## src/rtl/br_pkg.sv

```systemverilog
// rtl/br_pkg.sv - shared types and widths for the register-bank write arbiter
// Purpose: register file geometry and the write-request payload carried
//          through the LU result FIFO.
// Contents: XLEN, REG_ADDR_W, NREGS, wr_req_t {addr, data}.
package br_pkg;

  localparam int XLEN       = 32;
  localparam int REG_ADDR_W = 5;
  localparam int NREGS      = 32;

  typedef struct packed {
    logic [REG_ADDR_W-1:0] addr;
    logic [XLEN-1:0]       data;
  } wr_req_t;

endpackage

```

## src/rtl/br_write_arbiter_if.sv

```systemverilog
// rtl/br_write_arbiter_if.sv - pipeline/LU/bank signal bundle for the write arbiter
// Purpose: groups every non-clock signal of br_write_arbiter.
// Modports: slave  - seen by the arbiter (WB, LU, issue and check inputs;
//                    lu_ready, stall, force_bubble, bank write port, fifo_count out)
//           master - seen by the surrounding pipeline/bench (mirror image).
interface br_write_arbiter_if import br_pkg::*; #(
  parameter int DEPTH = 2
) ();

  logic                  wb_we;
  logic [REG_ADDR_W-1:0] wb_addr;
  logic [XLEN-1:0]       wb_data;

  logic                  lu_valid;
  logic                  lu_ready;
  logic [REG_ADDR_W-1:0] lu_addr;
  logic [XLEN-1:0]       lu_data;

  logic                  iss_valid;
  logic [REG_ADDR_W-1:0] iss_rd;
  logic [REG_ADDR_W-1:0] chk_a1;
  logic [REG_ADDR_W-1:0] chk_a2;
  logic [REG_ADDR_W-1:0] chk_rd;
  logic                  stall;
  logic                  force_bubble;

  logic                  br_we;
  logic [REG_ADDR_W-1:0] br_a3;
  logic [XLEN-1:0]       br_wd3;

  logic [$clog2(DEPTH):0] fifo_count;

  modport slave (
    input  wb_we, wb_addr, wb_data,
    input  lu_valid, lu_addr, lu_data,
    output lu_ready,
    input  iss_valid, iss_rd, chk_a1, chk_a2, chk_rd,
    output stall, force_bubble,
    output br_we, br_a3, br_wd3,
    output fifo_count
  );

  modport master (
    output wb_we, wb_addr, wb_data,
    output lu_valid, lu_addr, lu_data,
    input  lu_ready,
    output iss_valid, iss_rd, chk_a1, chk_a2, chk_rd,
    input  stall, force_bubble,
    input  br_we, br_a3, br_wd3,
    input  fifo_count
  );

endinterface

```

## src/rtl/br_wr_fifo.sv

```systemverilog
// rtl/br_wr_fifo.sv - circular buffer holding LU results awaiting the bank write port
// Purpose: DEPTH-entry FIFO of wr_req_t with wrap-around pointers.
// Ports: clk, rst (async, active high), push/push_data, pop, head (current
//        oldest entry), full, empty, count (occupancy, $clog2(DEPTH)+1 bits).
module br_wr_fifo import br_pkg::*; #(
  parameter int DEPTH = 2
) (
  input  logic                   clk,
  input  logic                   rst,
  input  logic                   push,
  input  wr_req_t                push_data,
  input  logic                   pop,
  output wr_req_t                head,
  output logic                   full,
  output logic                   empty,
  output logic [$clog2(DEPTH):0] count
);

  localparam int PW = $clog2(DEPTH);
  localparam int CW = PW + 1;

  wr_req_t       mem [DEPTH];
  logic [PW-1:0] wr_ptr;
  logic [PW-1:0] rd_ptr;
  logic          do_push;
  logic          do_pop;

  // A push into a full buffer is only legal when the head leaves on the same edge.
  assign do_pop  = pop && !empty;
  assign do_push = push && (!full || do_pop);

  assign full  = (count == CW'(DEPTH));
  assign empty = (count == '0);
  assign head  = mem[rd_ptr];

  always_ff @(posedge clk) begin
    if (do_push) mem[wr_ptr] <= push_data;
  end

  // DEPTH is a power of two, so pointers wrap by natural overflow.
  always_ff @(posedge clk or posedge rst) begin
    if (rst) begin
      wr_ptr <= '0;
      rd_ptr <= '0;
      count  <= '0;
    end else begin
      if (do_push) wr_ptr <= wr_ptr + PW'(1);
      if (do_pop)  rd_ptr <= rd_ptr + PW'(1);
      case ({do_push, do_pop})
        2'b10:   count <= count + CW'(1);
        2'b01:   count <= count - CW'(1);
        default: count <= count;
      endcase
    end
  end

endmodule

```

## src/rtl/br_write_arbiter.sv

```systemverilog
// rtl/br_write_arbiter.sv - shares the register bank write port between WB and the LU
// Purpose: WB has fixed priority; LU results queue in br_wr_fifo and drain
//          whenever WB is idle. A busy scoreboard of pending LU destinations
//          drives stall, and a starve counter requests a WB bubble when the
//          queue has been blocked too long.
// Ports: clk, rst (async, active high), bus (br_write_arbiter_if.slave):
//        wb_we/wb_addr/wb_data in, lu_valid/lu_addr/lu_data in, lu_ready out,
//        iss_valid/iss_rd and chk_a1/chk_a2/chk_rd in, stall/force_bubble out,
//        br_we/br_a3/br_wd3 out to the bank, fifo_count out.
module br_write_arbiter import br_pkg::*; #(
  parameter int DEPTH        = 2,
  parameter int STARVE_LIMIT = 4
) (
  input logic                 clk,
  input logic                 rst,
  br_write_arbiter_if.slave   bus
);

  localparam int CW = $clog2(DEPTH) + 1;
  localparam int SW = $clog2(STARVE_LIMIT + 1);

  wr_req_t          head;
  wr_req_t          lu_req;
  wr_req_t          sel;
  logic             full;
  logic             empty;
  logic             pop;
  logic             push;
  logic [CW-1:0]    count;

  logic [NREGS-1:0] busy;
  logic [NREGS-1:0] busy_next;
  logic [SW-1:0]    starve_cnt;
  logic             force_bubble_q;

  // The FIFO head only reaches the bank in cycles WB leaves the port free.
  assign pop    = !bus.wb_we && !empty;
  assign bus.lu_ready = !rst && (!full || pop);
  assign push   = bus.lu_valid && bus.lu_ready;
  assign lu_req = '{addr: bus.lu_addr, data: bus.lu_data};

  br_wr_fifo #(.DEPTH(DEPTH)) u_fifo (
    .clk       (clk),
    .rst       (rst),
    .push      (push),
    .push_data (lu_req),
    .pop       (pop),
    .head      (head),
    .full      (full),
    .empty     (empty),
    .count     (count)
  );

  assign bus.fifo_count = count;

  always_comb begin
    sel = '0;
    if (bus.wb_we)   sel = '{addr: bus.wb_addr, data: bus.wb_data};
    else if (!empty) sel = head;
  end

  // x0 is never written, but a popped x0 entry is still consumed.
  assign bus.br_we  = (bus.wb_we || !empty) && (sel.addr != '0);
  assign bus.br_a3  = sel.addr;
  assign bus.br_wd3 = sel.data;

  // Clear before set so a new issue to a register that commits this cycle stays busy.
  always_comb begin
    busy_next = busy;
    if (pop) busy_next[head.addr] = 1'b0;
    if (bus.iss_valid && (bus.iss_rd != '0)) busy_next[bus.iss_rd] = 1'b1;
    busy_next[0] = 1'b0;
  end

  always_ff @(posedge clk or posedge rst) begin
    if (rst) busy <= '0;
    else     busy <= busy_next;
  end

  assign bus.stall = busy[bus.chk_a1] | busy[bus.chk_a2] | busy[bus.chk_rd];

  // The bubble pulse is raised on the edge that completes STARVE_LIMIT blocked cycles.
  always_ff @(posedge clk or posedge rst) begin
    if (rst) begin
      starve_cnt     <= '0;
      force_bubble_q <= 1'b0;
    end else if (!empty && bus.wb_we) begin
      if (starve_cnt == SW'(STARVE_LIMIT - 1)) begin
        starve_cnt     <= '0;
        force_bubble_q <= 1'b1;
      end else begin
        starve_cnt     <= starve_cnt + SW'(1);
        force_bubble_q <= 1'b0;
      end
    end else begin
      starve_cnt     <= '0;
      force_bubble_q <= 1'b0;
    end
  end

  assign bus.force_bubble = force_bubble_q;

  no_wb_in_bubble: assert property (@(posedge clk) disable iff (rst)
    !(force_bubble_q && bus.wb_we))
    else $error("wb_we asserted while force_bubble was high");

endmodule
```

## src/flat_wrapper.sv

```systemverilog
// flat-port wrapper written by rule: the top's interface ports become plain ports
module br_write_arbiter_flat import br_pkg::*;
#(
  parameter int DEPTH        = 2,
  parameter int STARVE_LIMIT = 4
)
  (clk, rst, bus_wb_we, bus_wb_addr, bus_wb_data, bus_lu_valid, bus_lu_addr, bus_lu_data, bus_lu_ready, bus_iss_valid, bus_iss_rd, bus_chk_a1, bus_chk_a2, bus_chk_rd, bus_stall, bus_force_bubble, bus_br_we, bus_br_a3, bus_br_wd3, bus_fifo_count);
  br_write_arbiter_if #(.DEPTH(DEPTH)) bus_i ();
  input logic clk;
  input logic rst;
  input wire logic [$bits(bus_i.wb_we)-1:0] bus_wb_we;
  input wire logic [$bits(bus_i.wb_addr)-1:0] bus_wb_addr;
  input wire logic [$bits(bus_i.wb_data)-1:0] bus_wb_data;
  input wire logic [$bits(bus_i.lu_valid)-1:0] bus_lu_valid;
  input wire logic [$bits(bus_i.lu_addr)-1:0] bus_lu_addr;
  input wire logic [$bits(bus_i.lu_data)-1:0] bus_lu_data;
  output wire logic [$bits(bus_i.lu_ready)-1:0] bus_lu_ready;
  input wire logic [$bits(bus_i.iss_valid)-1:0] bus_iss_valid;
  input wire logic [$bits(bus_i.iss_rd)-1:0] bus_iss_rd;
  input wire logic [$bits(bus_i.chk_a1)-1:0] bus_chk_a1;
  input wire logic [$bits(bus_i.chk_a2)-1:0] bus_chk_a2;
  input wire logic [$bits(bus_i.chk_rd)-1:0] bus_chk_rd;
  output wire logic [$bits(bus_i.stall)-1:0] bus_stall;
  output wire logic [$bits(bus_i.force_bubble)-1:0] bus_force_bubble;
  output wire logic [$bits(bus_i.br_we)-1:0] bus_br_we;
  output wire logic [$bits(bus_i.br_a3)-1:0] bus_br_a3;
  output wire logic [$bits(bus_i.br_wd3)-1:0] bus_br_wd3;
  output wire logic [$bits(bus_i.fifo_count)-1:0] bus_fifo_count;
  assign bus_i.wb_we = bus_wb_we;
  assign bus_i.wb_addr = bus_wb_addr;
  assign bus_i.wb_data = bus_wb_data;
  assign bus_i.lu_valid = bus_lu_valid;
  assign bus_i.lu_addr = bus_lu_addr;
  assign bus_i.lu_data = bus_lu_data;
  assign bus_lu_ready = bus_i.lu_ready;
  assign bus_i.iss_valid = bus_iss_valid;
  assign bus_i.iss_rd = bus_iss_rd;
  assign bus_i.chk_a1 = bus_chk_a1;
  assign bus_i.chk_a2 = bus_chk_a2;
  assign bus_i.chk_rd = bus_chk_rd;
  assign bus_stall = bus_i.stall;
  assign bus_force_bubble = bus_i.force_bubble;
  assign bus_br_we = bus_i.br_we;
  assign bus_br_a3 = bus_i.br_a3;
  assign bus_br_wd3 = bus_i.br_wd3;
  assign bus_fifo_count = bus_i.fifo_count;
  br_write_arbiter #(.DEPTH(DEPTH), .STARVE_LIMIT(STARVE_LIMIT)) u_core (.clk(clk), .rst(rst), .bus(bus_i));
endmodule
```

## config.mk

```make
export PLATFORM = sky130hd
export DESIGN_NAME = br_write_arbiter_flat
export DESIGN_NICKNAME = d
export VERILOG_FILES = /design/src/rtl/br_pkg.sv /design/src/rtl/br_write_arbiter_if.sv /design/src/rtl/br_wr_fifo.sv /design/src/rtl/br_write_arbiter.sv /design/src/flat_wrapper.sv
export SDC_FILE = /design/constraint.sdc
export NUM_CORES = 1
export LEC_CHECK = 0
export CAP_MARGIN = 20
export CORE_MARGIN = 5
export CORE_UTILIZATION = 25
export DETAILED_ROUTE_END_ITERATION = 8
export GPL_TIMING_DRIVEN = 0
export MAX_ROUTING_LAYER = met4
export PLACE_DENSITY = 0.5
export SETUP_SLACK_MARGIN = 0.5
export SLEW_MARGIN = 25
export SYNTH_ARGS = -nofsm -noshare
export SYNTH_HDL_FRONTEND = slang
export SYNTH_SLANG_ARGS = --single-unit
```

## constraint.sdc

```tcl
create_clock -name clk -period 2.8 [get_ports clk]
set_clock_uncertainty 0.05 [all_clocks]
set_input_delay 0.56 -clock clk [delete_from_list [all_inputs] [get_ports clk]]
set_output_delay 0.56 -clock clk [all_outputs]
set_load 0.1 [all_outputs]
```

==> results of run 1 <==
[cell usage in the layout (no fill, tap or decap), drive strengths merged, types with 2 or more instances in the layout]
master         netlist  routed
bufinv               0       4
clkdlybuf4s50        0      87
edfxtp              74      74
nor3b                2       2
a21oi                3       3
o22ai                3       3
clkdlybuf4s15        0       2
clkinvlp             0       2
nand4                2       2
nand2               59      59
xnor2                4       4
mux4                18      18
o2bb2ai              2       2
nand3b               4       4
nor2                 8       8
a2111oi              3       3
clkbuf               8      33
nor2b                9       9
inv                  9       9
buf                 11      84
a221oi               2       2
nand3                4       4
o21ai              103     103
or2                  2       2
dlygate4sd2          0       3
ha                   2       2
mux2                10      10
dfrtp               39      39
nor3                 3       3
o32ai                2       2
nand2b               4       4
mux2i               42      42
nor4b                2       2
clkinv               0       7
[layout make-up]
class / count / area [sq um]
Sequential cell: 113 / 3210
Tap cell: 280 / 350
Timing Repair Buffer: 173 / 2270
Inverter: 9 / 33.8
Fill cell: 1929 / 11900
Antenna cell: 1 / 2.50
Clock buffer: 18 / 429
Buffer: 19 / 295
Clock inverter: 13 / 169
Multi-Input combinational cell: 303 / 3080
[flip-flops by register name, indices dropped and copies added, names as in the netlist]
name                     count
u_core.u_fifo.mem           74
u_core.busy                 31
u_core.starve_cnt            3
u_core.u_fifo.count          2
u_core.bus.force_bubble      1
u_core.u_fifo.rd_ptr         1
u_core.u_fifo.wr_ptr         1
[cells in the mapped netlist (all sizes together)]
library cell,count
a2111oi,3
xnor2,4
nand4,2
dfrtp,39
mux2,10
xor2,1
inv,9
o22a,1
or2,2
o2111ai,1
and3,1
nand2b,4
o2bb2ai,2
clkbuf,8
mux4,18
nor4b,2
buf,11
nor2,8
o22ai,3
a31oi,1
nor3,3
a32o,1
a21oi,3
nand3,4
nor2b,9
nand3b,4
o21ai,103
a2bb2o,1
and2b,1
o32ai,2
mux2i,42
a221oi,2
nor3b,2
edfxtp,74
nand2,59
ha,2
a311oi,1
o31ai,1
[stage by stage]
step / setup TNS, ns / std cells
detailed placement: -48.36 / 862
CTS: -0.108 / 920
finish: -0.0783 / 929
floorplan: -0.450 / 444
global placement: -52.27 / 860
global route: -0.149 / 929
[timing repair]
action,4_1_cts,5_1_grt
pin swaps,12,18
cloned,6,1
resized for setup,480,17
setup buffers,21,7
endpoints found under the hold margin,0,0
setup endpoints to repair,43,39
[layer usage]
layer,routed length [microns],GRT usage,up-vias,part of all wire
met2,8850,0.239,165,0.50
li1,-,-,2085,-
met3,1330,0.0468,19,0.075
met4,269,0.0520,0,0.015
met1,7250,0.180,2192,0.41
met5,0,-,-,0
[report_power, final]
group          leakage (nW)  switching (W)  internal, W
registers              1.15       0.000370      0.00222
logic                  2.12        0.00289      0.00257
clock network         0.286       0.000719      0.00146
total                  3.55        0.00398      0.00625
[logic make-up after synthesis]
family | after synthesis
and+or+nand+nor | 101
AOI/OAI and AO/OA | 125
adders and majority gates | 2
muxes | 70
buffers and inverters | 28
DFF | 113
xor gates and xnor gates | 5
[final timing paths]
check | start | endpoint | slack [ns] | cells past startpoint
setup / recovery | bus_chk_rd[3] | bus_stall | -0.08 | 7
hold / removal | rst | u_core.starve_cnt[2]$_DFF_PP0_ | 0.40 | 2
setup reg to reg | u_core.u_fifo.count[1]$_DFFE_PP0P_ | u_core.u_fifo.mem[0][0]$_DFFE_PP_ | 0.74 | 5
hold reg to reg | u_core.starve_cnt[0]$_DFF_PP0_ | u_core.starve_cnt[0]$_DFF_PP0_ | 0.40 | 1
max in group asynchronous | rst | u_core.u_fifo.count[0]$_DFFE_PP0P_ | 1.89 | 3
min in group clk | u_core.starve_cnt[0]$_DFF_PP0_ | u_core.starve_cnt[0]$_DFF_PP0_ | 0.40 | 1
[worst register-to-register path, cell delays in order, from the launching register on]
cell and delay [ns]:
dfrtp_4 0.47, buf_4 0.16, a31oi_4 0.18, nand2_2 0.13
nor2_4 0.52, buf_16 0.25
==> impl_results.md, run 1 <==
- Status: finished with violations
- Failing checks: negative setup slack
- Kind of end point of the critical path: output pin
- Routed Antenna Nets: 0
- Initial antenna violation count: 1
- # nets final: 737
- DR WL/cell: 19.1 microns
- Hold Buf Count CTS: 0
- Port bufs: 136
- P&R area growth vs syn: 78.1%
- MaxCap Viol Count: 0
- Clock Tree Root: clkbuf_16
- H-tree depth: 4
- RSZ-0062 raised after global routing: true
- Synth cell types: 43
- Max Fclk: 347 MHz
- Crit-path cells: clkdlybuf4s50_1, mux4_2, mux2i_1, o21ai_0, o22ai_1, nand4_1, buf_8
- DR iter-0 viols: 213
- Area leader, netlist: edfxtp_1
- Fin crit share: 1.03
- Main combinational cell family by area after synthesis: multiplexers
- CP Max Fanout: 4
- Die ar.: 0.0252 sq mm
- Global-route wire length before repair: 27.6 mm
- Pleak: 3.55 nW
- Number of CTS-inserted buffers: 17
- Later-pin clock latency in the skew report: 0.41 ns
- DRT Wirelength: 17.7 mm
- Sink Count: 113
- Slew headroom: 0.352
- Area fraction in and, or, nand and nor cells after synthesis: 0.0852
- Worst-case clock buffer depth: 2
- Die H: 159 microns
- Slew Viols, Final: 0
- CORE AREA: 0.0218 sq mm
- Synth area leaders: edfxtp_1 40%, dfrtp_1 18%, o21ai_0 9.3%, mux2i_1 7.6%, mux4_2 5.3%
- Xor and xnor area share after synthesis: 0.00793
- CP max stage delay: 0.59 ns
- Final setup viols: 1
- Grt ovf: 0
- Layout cells sized above 1: 0.378
- Worst Setup Start Kind: input pin
- Placer Congestion: 0.840
- Synth Instances: 444
- Worst Path Arrival: 2.27 ns
- Bufs and invs on worst path: 2
- Crit path kind: in2out
- Post-synth top area share: 0.402
- Worst slack, placed: -1.45 ns
- PwrDens: 1040 mW/mm^2
- Crit path required time: 2.19 ns
- Vias per inst: 4.80
- Vias: 4461
- Post-synthesis compound-gate area fraction: 0.125
- Post-Syn Area per Cell: 12.4 sq um
- Delay-heaviest family, CP: buffers and inverters
- Syn nets: 545
- #FFs+latches synth: 113
- Placed cell area: 0.00784 sq mm
- Site Rows: 54
- Worst Hold Class: in2async
- Area share of fa/ha/maj cells after synthesis: 0.00453
- Sequential share of the synthesized area: 0.579
- Tot Pwr: 0.0102 W
- Finished Core Util: 0.452
- IO Count: 142
- CTS tree: built
- Final hold vios: 0
- Final Instance Area: 0.00983 sq mm
- Vias in the first global route: 5007
- Largest net degree at the start of global routing: 38
- Proportion of synthesized area in mux cells: 0.173
- Fin crit period: 2.88 ns
- Die W: 159 microns
- Mapped cell area: 0.00552 sq mm
- Total GRT Usage: 0.150
- Crit-path slowest cell: clkdlybuf4s50_1
- YS warnings: 0
- Initial Util: 0.254
- Drt drc: 0
- First-pass iteration count of the detailed router: 5
- Fin Hold WS: 0.399 ns
- VDD IR max: 0.582 mV
- Detailed Place HPWL: 12.2 mm
- Worst-margin pin slew: 0.976 ns
- Worst Slack Setup Final: -0.0783 ns
- Worst-path clk slew: 0.05 ns
(Power assumes the default switching activity.)
==> run 2: changes to the inputs <==
--- a/config.mk
+++ b/config.mk
@@ -6,6 +6,7 @@
 export NUM_CORES = 1
 export LEC_CHECK = 0
 export CAP_MARGIN = 20
+export CORE_ASPECT_RATIO = 0.8
 export CORE_MARGIN = 5
 export CORE_UTILIZATION = 25
 export DETAILED_ROUTE_END_ITERATION = 8
==> impl_results.md, run 2 (synthesis results as in run 1) <==
- Worst Path Arrival: 2.29 ns (+0.02 ns)
- DR WL/cell: 18.6 microns (-2.2%)
- Finished Core Util: 0.455 (+0.00289)
- Biggest register: u_core.u_fifo.mem
- PwrDens: 1040 mW/mm^2 (about the same)
- Detailed Place HPWL: 12.4 mm (+0.95%)
- Hold Path Stages: 1
- DRT Wirelength: 17.8 mm (+0.44%)
- Largest register FFs: 74 (unchanged)
- Number of CTS-inserted buffers: 17 (unchanged)
- Most common cell after layout, fill and taps aside: clkdlybuf4s50_1
- Fin crit share: 1.04 (+0.00849)
- Met2 Use GR: 0.226 (-0.0130)
- Die W: 176 microns (+11%)
- Port bufs: 136 (unchanged)
- Crit path kind: reg2out
- Worst-path clk slew: 0.05 ns (about the same)
- # nets final: 740 (+0.41%)
- Clock Tree Root: clkbuf_16
- Final setup viols: 1 (unchanged)
- Met1 Use GR: 0.193 (+0.0124)
- Fin Hold WS: 0.405 ns (+0.00582 ns)
- Final hold vios: 0 (unchanged)
- Fin crit period: 2.90 ns (+0.0238 ns)
- Failing checks: negative setup slack
- Sw Ratio: 0.401 (+0.0116)
- Comb pwr share: 0.530 (-0.004)
- Later-pin clock latency in the skew report: 0.41 ns (about the same)
- Final Instance Area: 0.00986 sq mm (+0.29%)
- DR iter-0 viols: 250 (+17%)
- Slew Viols, Final: 0 (unchanged)
- Layout cells sized above 1: 0.391 (+0.0130)
- RSZ-0062 raised after global routing: true
- GRT busiest layer: met2
- Kind of end point of the critical path: output pin
- Met3 Usage GRT: 0.0352 (-0.0115)
- Worst Slack Setup Final: -0.102 ns (-0.0238 ns)
- P&R area growth vs syn: 78.6%
- Die ar.: 0.0252 sq mm (about the same)
- Total GRT Usage: 0.146 (-0.00433)
- Vias: 4502 (+0.92%)
- Largest net degree at the start of global routing: 38 (unchanged)
- MaxCap Viol Count: 0 (unchanged)
- CP Max Fanout: 4 (unchanged)
- Vias in the first global route: 4752 (-5.1%)
- Worst setup path startpoint: u_core.busy[3]$_DFF_PP0_
- Tot Pwr: 0.0103 W (+0.25%)
- H-tree depth: 4 (unchanged)
- Worst Setup Start Kind: flop
- Grt ovf: 0 (unchanged)
- Cell Count, Final, Fillers Out: 954 (+2.7%)
- FF-to-FF Start: u_core.u_fifo.count[1]$_DFFE_PP0P_
- Placed cell count: 882 (+2.3%)
- Crit path required time: 2.19 ns (about the same)
- Clock network fraction of design power: 0.213 (about the same)
- Seq pwr share: 0.256 (+0.003)
- IO Count: 142 (unchanged)
- Most frequent cells in the layout: 87 x clkdlybuf4s50_1, 74 x edfxtp_1, 63 x o21ai_0, 57 x nand2_1, 49 x buf_12
- CTS tree: built
- Status: finished with violations
- Routed Antenna Nets: 0 (unchanged)
- Pleak: 3.55 nW (about the same)
- Depth of the worst register-to-register path: 5 (unchanged)
- Placed cell area: 0.00786 sq mm (+0.22%)
- Site Rows: 48 (-11%)
- Worst-margin pin slew: 0.960 ns (-0.0165 ns)
- Worst Hold Class: reg2reg
- Worst-case clock buffer depth: 2 (unchanged)
- Slew headroom: 0.363 (+0.0110)
- VDD IR max: 0.552 mV (-5.2%)
- First-pass iteration count of the detailed router: 6 (+1)
- Sw power: 0.00411 W (+3.3%)
- Largest registers in the final layout: u_core.u_fifo.mem x74, u_core.busy x31, u_core.starve_cnt x3
- Internal: 0.00615 W (-1.7%)
- Die H: 143 microns (-9.9%)
- Filler Cell Count: 1959 (+1.6%)
- Max Fclk: 345 MHz (-0.82%)
- Placer Congestion: 0.813 (-3.2%)
- CORE AREA: 0.0217 sq mm (-0.35%)
- Reg-to-reg endpoint: u_core.u_fifo.mem[0][36]$_DFFE_PP_
- Global-route wire length before repair: 27.2 mm (-1.4%)
- Vias per inst: 4.72 (-1.7%)
- Initial antenna violation count: 1 (unchanged)
- Worst setup endpoint: bus_stall
- R2R setup slack: 0.76 ns (+0.02 ns)
- Initial Util: 0.255 (+0.000879)
- Drt drc: 0 (unchanged)
- Sink Count: 113 (unchanged)
- Hold Buf Count CTS: 0 (unchanged)
## run 2: cell count changes in the layout (fill, tap and decap cells not counted), sizes merged
cell | before | now
inv | 9 | 17
dlygate4sd2 | 3 | 4
bufinv | 4 | 2
dlymetal6s2s | 1 | 0
diode | 1 | 2
buf | 84 | 88
clkinv | 7 | 3
clkbuf | 33 | 31
## run 2: per-layer routing
metal | part of all wire | wire length [microns] | up-vias
li1 | - | - | 2101
met1 | 0.45 | 8060 | 2259
met2 | 0.48 | 8550 | 134
met3 | 0.058 | 1040 | 8
met4 | 0.0078 | 138 | 0
met5 | 0 | 0 | -
## run 2: power by group through the flow
stage	registers, W	logic [W]	clock network, W
after floorplan	0.00256	0.00282	0
after CTS	0.00261	0.00509	0.00222
final	0.00263	0.00544	0.00219
after detailed placement	0.00263	0.00375	0
after global routing	0.00268	0.00570	0.00231
after global placement	0.00261	0.00372	0
## run 2: layout make-up
| cell class | instances | area, sq um | area share |
|---|---|---|---|
| well taps | 300 | 375 | 0.0381 |
| inverters | 9 | 33.8 | 0.00343 |
| plain buffers | 19 | 282 | 0.0285 |
| clock buffers | 17 | 425 | 0.0431 |
| flip-flops and latches | 113 | 3210 | 0.325 |
| repair buffers | 176 | 2290 | 0.232 |
| clock inverters | 15 | 173 | 0.0175 |
| multi-input cells | 303 | 3070 | 0.311 |
| diodes | 2 | 5.00 | 0.000508 |
## run 2: how the worst min path moves through the flow
stage,from,end
final,u_core.starve_cnt[0]$_DFF_PP0_,u_core.starve_cnt[0]$_DFF_PP0_
after global routing,rst,u_core.u_fifo.wr_ptr$_DFFE_PP0P_
after CTS,u_core.starve_cnt[0]$_DFF_PP0_,u_core.starve_cnt[0]$_DFF_PP0_
after detailed placement,u_core.starve_cnt[0]$_DFF_PP0_,u_core.starve_cnt[0]$_DFF_PP0_
after global placement,u_core.starve_cnt[0]$_DFF_PP0_,u_core.starve_cnt[0]$_DFF_PP0_
after floorplan,u_core.starve_cnt[0]$_DFF_PP0_,u_core.starve_cnt[0]$_DFF_PP0_
## run 2: critical path, cell delays in order, from the launching register on
cell and delay, ns:
dfrtp_1 0.44, mux2_2 0.29, a221oi_1 0.27, a2111oi_0 0.13, a2111oi_2 0.30, nand4_1 0.22, buf_12 0.23
## run 2: repair_timing
action                                  in CTS  in global routing
resized for setup                          463                 42
cloned                                       7                  0
buffers inserted                            20                 11
endpoints found under the setup margin      50                 44
pin swaps                                   33                 21
## run 2: metrics by stage
step | TNS, ns | worst slack, ns
after floorplan | -0.450 | -0.425
after global placement | -57.89 | -1.51
after detailed placement | -52.73 | -1.48
after CTS | -0.115 | -0.115
after global routing | -0.220 | -0.220
final | -0.102 | -0.102
==> run 3: changes to the inputs <==
--- a/config.mk
+++ b/config.mk
@@ -6,13 +6,15 @@
 export NUM_CORES = 1
 export LEC_CHECK = 0
 export CAP_MARGIN = 20
+export CELL_PAD_IN_SITES_DETAIL_PLACEMENT = 0
+export CELL_PAD_IN_SITES_GLOBAL_PLACEMENT = 1
 export CORE_ASPECT_RATIO = 0.8
 export CORE_MARGIN = 5
 export CORE_UTILIZATION = 25
 export DETAILED_ROUTE_END_ITERATION = 8
 export GPL_TIMING_DRIVEN = 0
 export MAX_ROUTING_LAYER = met4
-export PLACE_DENSITY = 0.5
+export PLACE_DENSITY = 0.6
 export SETUP_SLACK_MARGIN = 0.5
 export SLEW_MARGIN = 25
 export SYNTH_ARGS = -nofsm -noshare
==> impl_results.md, run 3 (synthesis results as in run 1) <==
- Placed cell area: 0.00784 sq mm (-0.25%)
- CTS tree: built
- Worst-case clock buffer depth: 2 (unchanged)
- Crit-path slowest cell: mux4_2
- Initial Util: 0.255 (unchanged)
- Tot Pwr: 0.00972 W (-5.2%)
- Slew Viols, Final: 0 (unchanged)
- Worst-path clk slew: 0.06 ns (about the same)
- Die W: 176 microns (unchanged)
- Fin crit share: 1.02 (-0.0161)
- DR iter-0 viols: 249 (-0.40%)
- IO Count: 142 (unchanged)
- Grt ovf: 0 (unchanged)
- Failing checks: negative setup slack
- Port bufs: 136 (unchanged)
- Vias per inst: 4.69 (-0.68%)
- Vias: 4429 (-1.6%)
- Filler Cell Count: 1945 (-0.71%)
- Crit path kind: reg2out
- P&R area growth vs syn: 73.0%
- DRT Wirelength: 18.2 mm (+2.1%)
- Final setup viols: 1 (unchanged)
- Fin crit period: 2.86 ns (-0.0451 ns)
- Largest register FFs: 74 (unchanged)
- Max Fclk: 350 MHz (+1.6%)
- Die H: 143 microns (unchanged)
- Number of CTS-inserted buffers: 17 (unchanged)
- Biggest register: u_core.u_fifo.mem
- Most common cell after layout, fill and taps aside: clkdlybuf4s50_1
- Layout cells sized above 1: 0.378 (-0.0128)
- Clock Tree Root: clkbuf_16
- Worst Path Arrival: 2.25 ns (-0.04 ns)
- DR WL/cell: 19.2 microns (+3.1%)
- Worst-margin pin slew: 0.955 ns (-0.00499 ns)
- Delay-heaviest family, CP: multiplexers
- Worst Slack Setup Final: -0.0569 ns (+0.0451 ns)
- Largest registers in the final layout: u_core.u_fifo.mem x74, u_core.busy x31, u_core.starve_cnt x3
- Sink Count: 113 (unchanged)
- VDD IR max: 0.416 mV (-25%)
- Initial antenna violation count: 0 (-1)
- Crit path required time: 2.19 ns (about the same)
- Crit-path cells: mux4_2, nand3b_1, a21oi_2, a2111oi_4, nand4_1, buf_8
- Diode count: 0 (-2)
- Largest net degree at the start of global routing: 40 (+5.3%)
- Final hold vios: 0 (unchanged)
- Detailed Place HPWL: 12.8 mm (+3.9%)
- Kind of end point of the critical path: output pin
- MaxCap Viol Count: 0 (unchanged)
- Vias in the first global route: 4682 (-1.5%)
- Worst Setup Start Kind: flop
- # nets final: 733 (-0.95%)
- H-tree depth: 4 (unchanged)
- Global-route wire length before repair: 27.8 mm (+2.0%)
- Bufs and invs on worst path: 1 (unchanged)
- Worst Hold Class: reg2reg
- Site Rows: 48 (unchanged)
- Later-pin clock latency in the skew report: 0.41 ns (about the same)
- RSZ-0062 raised after global routing: true
- Placer Congestion: 0.806 (-0.92%)
- Status: finished with violations
- Die ar.: 0.0252 sq mm (unchanged)
- Final Instance Area: 0.00955 sq mm (-3.1%)
- CP max stage delay: 0.49 ns (+0.05 ns)
- Drt drc: 0 (unchanged)
- Most frequent cells in the layout: 86 x clkdlybuf4s50_1, 74 x edfxtp_1, 65 x o21ai_0, 57 x nand2_1, 44 x buf_12
- Total GRT Usage: 0.150 (+0.00487)
- CP Max Fanout: 4 (unchanged)
- Setup TNS: -0.0569 ns (+0.0451 ns)
- Slew headroom: 0.366 (+0.00331)
- Pleak: 3.46 nW (-2.7%)
- Routed Antenna Nets: 0 (unchanged)
- First-pass iteration count of the detailed router: 4 (-2)
- PwrDens: 1020 mW/mm^2 (-2.2%)
- CORE AREA: 0.0217 sq mm (unchanged)
run 3: cell types whose count changed in the layout (fill, tap and decap cells not counted), moves of 4 or more:
cell     change
mux2i_4     -15
buf_12       -5
mux2i_2     +12
buf_4        +4
run 3: timing repair:
action,4_1_cts,5_1_grt
gates cloned,5,1
setup buffers,17,9
endpoints found under the hold margin,0,0
hold buffers,0,0
pin swaps,10,13
setup endpoints to repair,44,39
gates resized for setup,449,25
run 3: cell type report:
| cell class | count | area, sq um | area share |
|---|---|---|---|
| multi-input combinational | 303 | 2950 | 0.309 |
| clock buffer | 18 | 429 | 0.0449 |
| buffer | 19 | 284 | 0.0297 |
| timing repair buffer | 169 | 2140 | 0.224 |
| tap | 300 | 375 | 0.0393 |
| sequential | 113 | 3210 | 0.336 |
| inverter | 9 | 33.8 | 0.00354 |
| clock inverter | 14 | 134 | 0.0140 |
run 3: worst paths after layout:
path / from / endpoint / slack [ns] / depth (start not counted)
max: u_core.busy[13]$_DFF_PP0_ / bus_stall / -0.06 / 6
min: u_core.starve_cnt[0]$_DFF_PP0_ / u_core.starve_cnt[0]$_DFF_PP0_ / 0.40 / 1
max reg2reg: u_core.u_fifo.count[0]$_DFFE_PP0P_ / u_core.busy[16]$_DFF_PP0_ / 0.75 / 7
min reg2reg: u_core.starve_cnt[0]$_DFF_PP0_ / u_core.starve_cnt[0]$_DFF_PP0_ / 0.40 / 1
max in group asynchronous: rst / u_core.u_fifo.count[1]$_DFFE_PP0P_ / 1.40 / 2
min in group asynchronous: rst / u_core.u_fifo.wr_ptr$_DFFE_PP0P_ / 0.68 / 2
run 3: worst reg2reg max path: cells and delay by family (launching register included):
family / cells / cell delay (ns)
buf+inv: 2 / 0.33
flops: 1 / 0.44
simple gates: 2 / 0.33
compound gates: 3 / 0.78
run 3: per-stage QoR:
step	setup slack, ns	utilization	instances	hold slack, ns
finish	-0.0569	0.441	945	0.398
global placement	-1.41	0.361	880	0.382
CTS	-0.126	0.430	935	0.403
global route	-0.148	0.441	945	0.421
detailed placement	-1.45	0.362	881	0.394
floorplan	-0.425	-	444	0.369
run 3: layer usage:
metal / track usage / routed length [microns] / share of wire / vias up
li1: - / - / - / 2074
met1: 0.189 / 8140 / 0.45 / 2246
met2: 0.243 / 9010 / 0.50 / 101
met3: 0.0386 / 849 / 0.047 / 8
met4: 0.0418 / 153 / 0.0084 / 0
met5: - / 0 / 0 / -
run 3: where the power goes:
part | internal [W] | switching, W
clock | 0.00123 | 0.000809
combinational | 0.00232 | 0.00282
sequential | 0.00221 | 0.000334
